==> src/rtl/z80fi_pkg.sv <==
// Shared types and sizing for the Z80 formal-interface retire monitor.
// Pure declarations: no latency, no flow control.
// Optional memory-write tracing is enabled by Z80FI_MEM_TRACE_EN in the top.
package z80fi_pkg;

  typedef enum logic [1:0] {
    ST_IDLE    = 2'd0,
    ST_COLLECT = 2'd1,
    ST_EMIT    = 2'd2
  } z80fi_state_e;

  localparam int Z80FI_MAX_INSN_LEN = 4;
  localparam int Z80FI_REG_NUM_W    = 4;
  localparam int Z80FI_LEN_W        = 3;
  localparam int Z80FI_INSN_W       = 8 * Z80FI_MAX_INSN_LEN;

  localparam logic [Z80FI_LEN_W-1:0] Z80FI_LEN_MAX = Z80FI_LEN_W'(Z80FI_MAX_INSN_LEN);

endpackage

==> src/rtl/z80fi_byte_collector.sv <==
// Packs fetched opcode bytes little-endian and counts them, saturating at the max length.
// Next-value outputs are combinational (include this cycle's fetch); state updates on the next edge.
// No backpressure: bytes beyond the limit are dropped and flagged as overflow.
module z80fi_byte_collector
  import z80fi_pkg::*;
(
  input  logic                    clk,
  input  logic                    reset_n,
  input  logic                    i_clear,
  input  logic                    i_accept,
  input  logic                    i_fetch_vld,
  input  logic [7:0]              i_fetch_dat,
  output logic [Z80FI_INSN_W-1:0] o_insn_nxt,
  output logic [Z80FI_LEN_W-1:0]  o_len_nxt,
  output logic                    o_ovf_nxt
);

  logic [Z80FI_INSN_W-1:0] r_insn;
  logic [Z80FI_LEN_W-1:0]  r_len;
  logic                    r_ovf;

  always_comb begin
    o_insn_nxt = r_insn;
    o_len_nxt  = r_len;
    o_ovf_nxt  = r_ovf;
    if (i_accept && i_fetch_vld) begin
      if (r_len < Z80FI_LEN_MAX) begin
        for (int k = 0; k < Z80FI_MAX_INSN_LEN; k++) begin
          if (r_len == Z80FI_LEN_W'(k)) begin
            o_insn_nxt[8*k +: 8] = i_fetch_dat;
          end
        end
        o_len_nxt = r_len + Z80FI_LEN_W'(1);
      end else begin
        o_ovf_nxt = 1'b1;
      end
    end
  end

  // Clear wins over accept so a packet opened on a retire edge starts empty.
  always_ff @(posedge clk or negedge reset_n) begin
    if (!reset_n) begin
      r_insn <= '0;
      r_len  <= '0;
      r_ovf  <= 1'b0;
    end else if (i_clear) begin
      r_insn <= '0;
      r_len  <= '0;
      r_ovf  <= 1'b0;
    end else if (i_accept) begin
      r_insn <= o_insn_nxt;
      r_len  <= o_len_nxt;
      r_ovf  <= o_ovf_nxt;
    end
  end

endmodule

==> src/rtl/z80fi_retire_monitor.sv <==
// Builds one retirement packet per Z80 instruction; Z80FI_MEM_TRACE_EN adds memory-write tracing.
// Latency: z80fi_valid pulses one cycle after insn_done, outputs hold until the next retire.
// No backpressure: the monitor observes the core and never stalls it.
module z80fi_retire_monitor
  import z80fi_pkg::*;
(
  input  logic                       clk,
  input  logic                       reset_n,
  input  logic                       insn_start,
  input  logic [15:0]                insn_pc,
  input  logic                       fetch_valid,
  input  logic [7:0]                 fetch_data,
  input  logic                       reg_we,
  input  logic [Z80FI_REG_NUM_W-1:0] reg_num,
  input  logic [15:0]                reg_data,
  input  logic                       insn_done,
  input  logic [15:0]                next_pc,
`ifdef Z80FI_MEM_TRACE_EN
  input  logic                       mem_we,
  input  logic [15:0]                mem_addr,
  input  logic [7:0]                 mem_data,
  output logic                       z80fi_mem_wr,
  output logic [15:0]                z80fi_mem_waddr,
  output logic [7:0]                 z80fi_mem_wdata,
`endif
  output logic                       z80fi_valid,
  output logic [Z80FI_INSN_W-1:0]    z80fi_insn,
  output logic [Z80FI_LEN_W-1:0]     z80fi_insn_len,
  output logic [15:0]                z80fi_pc_rdata,
  output logic [15:0]                z80fi_pc_wdata,
  output logic                       z80fi_reg_wr,
  output logic [Z80FI_REG_NUM_W-1:0] z80fi_reg_wnum,
  output logic [15:0]                z80fi_reg_wdata,
  output logic                       z80fi_err
);

  z80fi_state_e r_state, w_state_nxt;
  logic         r_open;
  logic         w_collect, w_clear, w_retire;

  logic [15:0]                r_pc;
  logic                       r_reg_wr, w_reg_wr_nxt;
  logic [Z80FI_REG_NUM_W-1:0] r_reg_wnum, w_reg_wnum_nxt;
  logic [15:0]                r_reg_wdata, w_reg_wdata_nxt;
  logic                       r_reg_err, w_reg_err_nxt;
  logic                       w_mem_err_nxt;
  logic                       w_err_nxt;

  logic [Z80FI_INSN_W-1:0] w_insn_nxt;
  logic [Z80FI_LEN_W-1:0]  w_len_nxt;
  logic                    w_ovf_nxt;

  logic [Z80FI_INSN_W-1:0]    r_out_insn;
  logic [Z80FI_LEN_W-1:0]     r_out_len;
  logic [15:0]                r_out_pc_rdata;
  logic [15:0]                r_out_pc_wdata;
  logic                       r_out_reg_wr;
  logic [Z80FI_REG_NUM_W-1:0] r_out_reg_wnum;
  logic [15:0]                r_out_reg_wdata;
  logic                       r_out_err;

  // EMIT still collects when the retiring cycle also opened the next instruction.
  assign w_collect = (r_state == ST_COLLECT) || ((r_state == ST_EMIT) && r_open);

  always_comb begin
    w_state_nxt = ST_IDLE;
    w_clear     = 1'b0;
    w_retire    = 1'b0;
    if (w_collect) begin
      if (insn_done) begin
        w_retire    = 1'b1;
        w_clear     = insn_start;
        w_state_nxt = ST_EMIT;
      end else begin
        w_clear     = insn_start;
        w_state_nxt = ST_COLLECT;
      end
    end else if (insn_start) begin
      w_clear     = 1'b1;
      w_state_nxt = ST_COLLECT;
    end
  end

  always_ff @(posedge clk or negedge reset_n) begin
    if (!reset_n) begin
      r_state <= ST_IDLE;
      r_open  <= 1'b0;
    end else begin
      r_state <= w_state_nxt;
      r_open  <= w_retire && insn_start;
    end
  end

  z80fi_byte_collector u_bytes (
    .clk         (clk),
    .reset_n     (reset_n),
    .i_clear     (w_clear),
    .i_accept    (w_collect),
    .i_fetch_vld (fetch_valid),
    .i_fetch_dat (fetch_data),
    .o_insn_nxt  (w_insn_nxt),
    .o_len_nxt   (w_len_nxt),
    .o_ovf_nxt   (w_ovf_nxt)
  );

  always_comb begin
    w_reg_wr_nxt    = r_reg_wr;
    w_reg_wnum_nxt  = r_reg_wnum;
    w_reg_wdata_nxt = r_reg_wdata;
    w_reg_err_nxt   = r_reg_err;
    if (reg_we) begin
      w_reg_wr_nxt    = 1'b1;
      w_reg_wnum_nxt  = reg_num;
      w_reg_wdata_nxt = reg_data;
      w_reg_err_nxt   = r_reg_err || r_reg_wr;
    end
  end

  always_ff @(posedge clk or negedge reset_n) begin
    if (!reset_n) begin
      r_pc        <= '0;
      r_reg_wr    <= 1'b0;
      r_reg_wnum  <= '0;
      r_reg_wdata <= '0;
      r_reg_err   <= 1'b0;
    end else if (w_clear) begin
      r_pc        <= insn_pc;
      r_reg_wr    <= 1'b0;
      r_reg_wnum  <= '0;
      r_reg_wdata <= '0;
      r_reg_err   <= 1'b0;
    end else if (w_collect) begin
      r_reg_wr    <= w_reg_wr_nxt;
      r_reg_wnum  <= w_reg_wnum_nxt;
      r_reg_wdata <= w_reg_wdata_nxt;
      r_reg_err   <= w_reg_err_nxt;
    end
  end

`ifdef Z80FI_MEM_TRACE_EN
  logic        r_mem_wr, w_mem_wr_nxt;
  logic [15:0] r_mem_waddr, w_mem_waddr_nxt;
  logic [7:0]  r_mem_wdata, w_mem_wdata_nxt;
  logic        r_mem_err;
  logic        r_out_mem_wr;
  logic [15:0] r_out_mem_waddr;
  logic [7:0]  r_out_mem_wdata;

  always_comb begin
    w_mem_wr_nxt    = r_mem_wr;
    w_mem_waddr_nxt = r_mem_waddr;
    w_mem_wdata_nxt = r_mem_wdata;
    w_mem_err_nxt   = r_mem_err;
    if (mem_we) begin
      w_mem_wr_nxt    = 1'b1;
      w_mem_waddr_nxt = mem_addr;
      w_mem_wdata_nxt = mem_data;
      w_mem_err_nxt   = r_mem_err || r_mem_wr;
    end
  end

  always_ff @(posedge clk or negedge reset_n) begin
    if (!reset_n) begin
      r_mem_wr    <= 1'b0;
      r_mem_waddr <= '0;
      r_mem_wdata <= '0;
      r_mem_err   <= 1'b0;
    end else if (w_clear) begin
      r_mem_wr    <= 1'b0;
      r_mem_waddr <= '0;
      r_mem_wdata <= '0;
      r_mem_err   <= 1'b0;
    end else if (w_collect) begin
      r_mem_wr    <= w_mem_wr_nxt;
      r_mem_waddr <= w_mem_waddr_nxt;
      r_mem_wdata <= w_mem_wdata_nxt;
      r_mem_err   <= w_mem_err_nxt;
    end
  end

  always_ff @(posedge clk or negedge reset_n) begin
    if (!reset_n) begin
      r_out_mem_wr    <= 1'b0;
      r_out_mem_waddr <= '0;
      r_out_mem_wdata <= '0;
    end else if (w_retire) begin
      r_out_mem_wr    <= w_mem_wr_nxt;
      r_out_mem_waddr <= w_mem_waddr_nxt;
      r_out_mem_wdata <= w_mem_wdata_nxt;
    end
  end

  assign z80fi_mem_wr    = r_out_mem_wr;
  assign z80fi_mem_waddr = r_out_mem_waddr;
  assign z80fi_mem_wdata = r_out_mem_wdata;
`else
  assign w_mem_err_nxt = 1'b0;
`endif

  assign w_err_nxt = w_ovf_nxt || w_reg_err_nxt || w_mem_err_nxt;

  // Packet outputs change only on a retire edge, so they hold outside EMIT.
  always_ff @(posedge clk or negedge reset_n) begin
    if (!reset_n) begin
      r_out_insn      <= '0;
      r_out_len       <= '0;
      r_out_pc_rdata  <= '0;
      r_out_pc_wdata  <= '0;
      r_out_reg_wr    <= 1'b0;
      r_out_reg_wnum  <= '0;
      r_out_reg_wdata <= '0;
      r_out_err       <= 1'b0;
    end else if (w_retire) begin
      r_out_insn      <= w_insn_nxt;
      r_out_len       <= w_len_nxt;
      r_out_pc_rdata  <= r_pc;
      r_out_pc_wdata  <= next_pc;
      r_out_reg_wr    <= w_reg_wr_nxt;
      r_out_reg_wnum  <= w_reg_wnum_nxt;
      r_out_reg_wdata <= w_reg_wdata_nxt;
      r_out_err       <= w_err_nxt;
    end
  end

  assign z80fi_valid     = (r_state == ST_EMIT);
  assign z80fi_insn      = r_out_insn;
  assign z80fi_insn_len  = r_out_len;
  assign z80fi_pc_rdata  = r_out_pc_rdata;
  assign z80fi_pc_wdata  = r_out_pc_wdata;
  assign z80fi_reg_wr    = r_out_reg_wr;
  assign z80fi_reg_wnum  = r_out_reg_wnum;
  assign z80fi_reg_wdata = r_out_reg_wdata;
  assign z80fi_err       = r_out_err;

endmodule
==> config.mk <==
export PLATFORM = sky130hd
export DESIGN_NAME = z80fi_retire_monitor
export DESIGN_NICKNAME = d
export VERILOG_FILES = /design/src/rtl/z80fi_pkg.sv /design/src/rtl/z80fi_byte_collector.sv /design/src/rtl/z80fi_retire_monitor.sv
export SDC_FILE = /design/constraint.sdc
export NUM_CORES = 1
export LEC_CHECK = 0
export CAP_MARGIN = 10
export CORE_MARGIN = 2
export CORE_UTILIZATION = 45
export CTS_BUF_LIST = sky130_fd_sc_hd__clkbuf_8
export CTS_CLUSTER_DIAMETER = 30
export DETAILED_ROUTE_END_ITERATION = 6
export PLACE_DENSITY_LB_ADDON = 0.15
export SLEW_MARGIN = 10
export SYNTH_ARGS = -nofsm -noshare
export SYNTH_HDL_FRONTEND = slang
export SYNTH_SLANG_ARGS = --single-unit
==> constraint.sdc <==
create_clock -name clk -period 2 [get_ports clk]
set_input_delay 0.6 -clock clk [delete_from_list [all_inputs] [get_ports clk]]
set_output_delay 0.6 -clock clk [all_outputs]
set_load 0.02 [all_outputs]
==> Word-level counts from Yosys, hierarchy flattened <==
Index checks and enable logic that the tools add are counted.
{ "totals": {"reg_bits": 166, "latch_bits": 0, "ram_bits": 0, "rom_bits": 0, "in_bits": 66, "out_inout_bits": 90, "word_cells": 68, "n_memories": 0} }
{ "op_classes": {"add_sub_neg": 1, "n_mul": 0, "n_div": 0, "magnitude_cmp": 1, "n_eq_ne": 5, "shift": 0, "n_mux": 35, "bitwise_logic": 0, "n_reduce_logical": 8} }
{ "op_table": {"columns": ["op", "count"], "rows": [
  ["$mux 32", 4],
  ["$mux 16", 3],
  ["$mux 8", 4],
  ["$mux 1", 15],
  ["$mux 3", 4],
  ["$mux 4", 3],
  ["$eq 3x2->1 const B", 2],
  ["$mux 2", 2],
  ["$add 3x1->3 const B", 1],
  ["$eq 3x1->1 const B", 1],
  ["$logic_and 1x1->1", 3],
  ["$logic_not 3->1", 1],
  ["$logic_or 1x1->1", 3],
  ["$lt 3x3->1 const B", 1],
  ["$eq 2x1->1 const B", 1],
  ["$eq 2x2->1 const B", 1],
  ["$reduce_bool 2->1", 1]
]} }

==> Longest topological paths before layout <==
{ "depth": {"depth_word": 7, "mapped_depth": 6, "depth_no_buf": 5} }

==> By module <==
Synthesis repeated with hierarchy kept, for this count alone.
{ "unflattened": {"hier_cells": 529, "area_unflattened_um2": 7452.1} }
{ "by_module_without_submodules": {"columns": ["mod", "n_inst", "cells_per_inst", "area_per_inst_um2", "seq_area_each_um2"], "rows": [
  ["z80fi_retire_monitor", 1, 352, 5262.5, 3253.1],
  ["z80fi_byte_collector", 1, 177, 2189.6, 900.9]
]} }

==> Worst setup path after synthesis <==
OpenSTA, ideal clock, no wires.
{ "synth_path": {"path_kind": "in2reg", "start": "input port reg_we", "end": "register r_out_reg_wdata[10] (netlist: z80fi_reg_wdata[10])", "setup_ps": 125, "arrival_time_ps": 1681, "required_time_ps": 1875, "path_slack_ps": 193, "stages": 4, "n_path_buf": 2, "path_cell_list": "buf_2 > clkbuf_1 > mux2_2 > mux2_4"} }
{ "synth_via": {"elab_chain_cells": 1} }
{ "synth_rtl": {"columns": ["item", "line", "rtl"], "rows": [
  ["from (decl)", "z80fi_retire_monitor.sv:13", "input logic reg_we,"],
  ["$mux 16", "z80fi_retire_monitor.sv:111", "if (reg_we) begin"],
  ["to (signal assigned)", "z80fi_retire_monitor.sv:220", "r_out_reg_wdata <= w_reg_wdata_nxt;"],
  ["to (decl)", "z80fi_retire_monitor.sv:59", "logic [15:0] r_out_reg_wdata;"]
]} }
Every way passes these cells.
A chain may end at the register's enable or synchronous reset.

==> Final worst setup path <==
{ "layout_path": {"start": "input port fetch_valid", "end": "register r_out_insn[31] (netlist: z80fi_insn[31])"} }
{ "layout_via": {"elab_chain_cells": 2} }
{ "layout_rtl": {"columns": ["item", "line", "rtl"], "rows": [
  ["from (decl)", "z80fi_retire_monitor.sv:11", "input logic fetch_valid,"],
  ["$logic_and 1x1->1", "z80fi_byte_collector.sv:26", "if (i_accept && i_fetch_vld) begin"],
  ["$mux 32", "z80fi_byte_collector.sv:26", null],
  ["to (signal assigned)", "z80fi_retire_monitor.sv:214", "r_out_insn <= w_insn_nxt;"],
  ["to (decl)", "z80fi_retire_monitor.sv:53", "logic [Z80FI_INSN_W-1:0] r_out_insn;"]
]} }
Every way passes these cells.

==> metrics.md <==
| Metric | Value |
|---|---|
| Top-count cell post-synth | dfrtp_1 |
| Crit Path Category | in -> reg |
| Largest net degree at the start of global routing | 48 |
| Outcome | complete, no violations |
| Pwr Density | 1150 mW/mm^2 |
| CP cell instances | clkdlybuf4s50_1 -> nand3b_1 -> buf_4 -> mux2_2 -> mux2_4 |
| Port Buffers | 155 |
| Fin crit share | 90.9% |
| H-tree Lvls | 4 |
| Fin nets | 781 |
| Worst skew pair latency | 0.45 ns |
| CORE AREA | 0.0167 sq mm |
| DR DRC count | 0 |
| Multi-input combinational cell area | 0.00324 sq mm |
| Crit path to | z80fi_insn[31] |
| Root Buffer | clkbuf_8 |
| Hold slack | 0.0397 ns |
| Post-route setup TNS | 0 ns |
| Post-synthesis register bit count | 166 |
| Worst Setup End Kind | flip-flop |
| Post-synth top area cell | dfrtp_1 |
| First-pass DRT Iterations | 4 |
| Critical Path Source Type | input pin |
| R2R cell count | 5 |
| Met1 global-route usage | 24.8% |
| DRT iter0 DRCs | 260 |
| Buf/Inv on CP | 2 |
| DP Area | 0.00966 sq mm |
| Final HPWL DP | 11700 um |
| Max rail drop VDD | 0.552 mV |
| TritonCTS Buffers | 17 |
| Max-Cap Viols | 0 |
| Site Rows | 47 |
| Final hold vios | 0 |
| CP Depth | 5 |
| Slowest cell on crit path | clkdlybuf4s50_1 |
| Fmax | 550 MHz |
| CTS Sinks | 166 |
| CP max FO | 7 |
| WP data arrival | 2.15 ns |
| Mapped Nets | 606 |
| Grt met3 use | 4.05% |
| Post-synth top cells | 166 x dfrtp_1, 81 x nand2_1, 80 x mux2_4 |
| Chip Height | 135 um |
| Syn Area/Cell | 14.4 sq um |
| Layout cell share with drive strength beyond 1 | 31.8% |
| Wire per inst | 17.8 um |
| Fill count | 1382 |
| Number of global-route vias before repair | 5206 |
| RSZ-0062 raised after global routing | no |
| Leakage power | 4.96 nW |
| Vias per Instance | 5.02 |
| Synth area leaders | dfrtp_1 54%, mux2_4 16%, mux2_2 11%, mux2i_1 7.0%, nand2_1 3.9% |
| DIE AREA | 0.0182 sq mm |
| Period minus WS final | 1.82 ns |
| Critical Path RT | 2.34 ns |
| First-pass GRT wire length | 27500 um |
| GR Util met2 | 33.1% |
| Slowest stage delay, CP | 0.63 ns |
| Gr usage total | 19.3% |
| Rel. slew slack | 67.0% |
| Worst Setup SP | fetch_valid |
| HP Class | in -> async |
| Slew Limit Fails | 0 |
| Gr busiest metal | met2 |
| Worst reg-to-reg setup slack | 0.23 ns |
| Routed wire length | 16800 um |
| DP Worst Slack | -0.296 ns |
| CTS clk-pin slew, worst paths | 0.09 ns |
| Register area share after synthesis | 53.8% |
| Post-Synthesis Cells | 536 |
| Register Area | 0.00415 sq mm |
| Reg-to-reg critical path endpoint | z80fi_insn[12] |
| Synth-to-Final Area Change | 29.4% |
| Max Root-Sink Buffers | 2 |
| # Post-CTS Setup Buffers | 0 |
| Num ports | 156 |
| Total gr overflow | 0 |
| RD Place Congestion | 0.744 |
| Vias | 4735 |
| CTS tree | done |
| Cell area after synthesis | 0.00772 sq mm |
| Post-synth EDFFs | 0 |
| Post-synth top area share | 53.8% |
| Post-route antenna net violation count | 0 |
| Dominant synthesized flop cell | dfrtp_1 |
| Worst path top cell family by delay | buffers and inverters |
| RR Startpoint | r_state[0] |
| Hold buffers post-CTS | 0 |
| Initial antenna violation count | 0 |
| Final Worst Setup Slack | 0.183 ns |
| Clock Skew | 0.0106 ns |
| Async SR Flop Fraction | 100% |
| Synth warnings | 0 |
| Antenna diode instance count | 0 |
| Synth unique cells | 35 |
| Die X | 135 um |
| Final setup violation count | 0 |
| Fin area | 0.00998 sq mm |
| Starting density of the core | 46.2% |
| Worst-margin pin slew | 0.496 ns |
## sequential cells by signal, summed over array words and instances (netlist names), 2 cells and up
name             flops
u_bytes.r_insn      32
z80fi_insn          32
r_pc                16
r_reg_wdata         16
z80fi_pc_rdata      16
z80fi_pc_wdata      16
z80fi_reg_wdata     16
r_reg_wnum           4
z80fi_reg_wnum       4
u_bytes.r_len        3
z80fi_insn_len       3
r_state              2
## layout make-up
cell class	count	area share (%)
sequential	166	41.6
inverter	7	0.263
timing repair buffer	188	18.5
clock inverter	13	1.80
tap	220	2.76
multi-input combinational	331	32.4
clock buffer	19	2.62
## report_power, final
group / internal (W) / leakage (nW) / total (W) / switching, W
Clock: 0.00142 / 0.211 / 0.00266 / 0.00124
Combinational: 0.00219 / 2.60 / 0.00419 / 0.00200
Sequential: 0.00417 / 2.15 / 0.00466 / 0.000488
Total: 0.00777 / 4.96 / 0.0115 / 0.00373
## cell families (layout without fill, tap and decap cells)
| logic type | Yosys count | count (layout) | share of synthesized area [%] |
|---|---|---|---|
| flops | 166 | 166 | 53.8 |
| fa+ha+maj | 4 | 4 | 0.649 |
| compound gates | 21 | 21 | 2.12 |
| mux | 210 | 210 | 33.7 |
| simple gates | 95 | 95 | 5.43 |
| buf+inv | 39 | 227 | 4.18 |
| xor+xnor | 1 | 1 | 0.114 |
## worst min path at each step
stage | endpoint | slack (ns) | cells past startpoint
after detailed placement | u_bytes.r_ovf | 0.48 | 1
final | z80fi_insn[25] | 0.04 | 1
after global placement | u_bytes.r_ovf | 0.48 | 1
after CTS | z80fi_insn[25] | 0.03 | 1
after floorplan | r_open | 0.30 | 0
after global routing | z80fi_insn[25] | 0.05 | 1
## cell usage in the layout, fill, tap and decap left out, types with 5 or more instances in the layout
cell / netlist / routed
clkbuf_8: 0 / 19
dlygate4sd2_1: 0 / 89
nand2_1: 81 / 81
inv_1: 7 / 7
mux2_2: 76 / 76
buf_4: 4 / 20
dfrtp_1: 166 / 166
mux2_4: 80 / 80
clkdlybuf4s50_1: 0 / 64
buf_12: 9 / 13
a21oi_1: 5 / 5
mux2i_1: 54 / 54
clkinvlp_4: 0 / 5
## layer usage
layer  vias to the layer above  part of all wire, %
met3                        12                  3.8
met1                      2425                   44
met2                        94                   51
li1                       2204                    -
met5                         -                    0
met4                         0                  1.3
## repair_timing
item / 4_1_cts / 5_1_grt
setup endpoints to repair: 90 / 1
hold endpoints to repair: 0 / 0
gates resized for setup: 91 / 1
## metrics by stage
| step | instances | power, W | util (%) |
|---|---|---|---|
| global placement | 912 | 0.00940 | 57.8 |
| detailed placement | 912 | 0.00947 | 57.8 |
| CTS | 944 | 0.0117 | 59.8 |
| global route | 944 | 0.0121 | 59.8 |
| finish | 944 | 0.0115 | 59.8 |
| floorplan | 536 | 0.00745 | - |
Power figures use the tool's default switching activity.
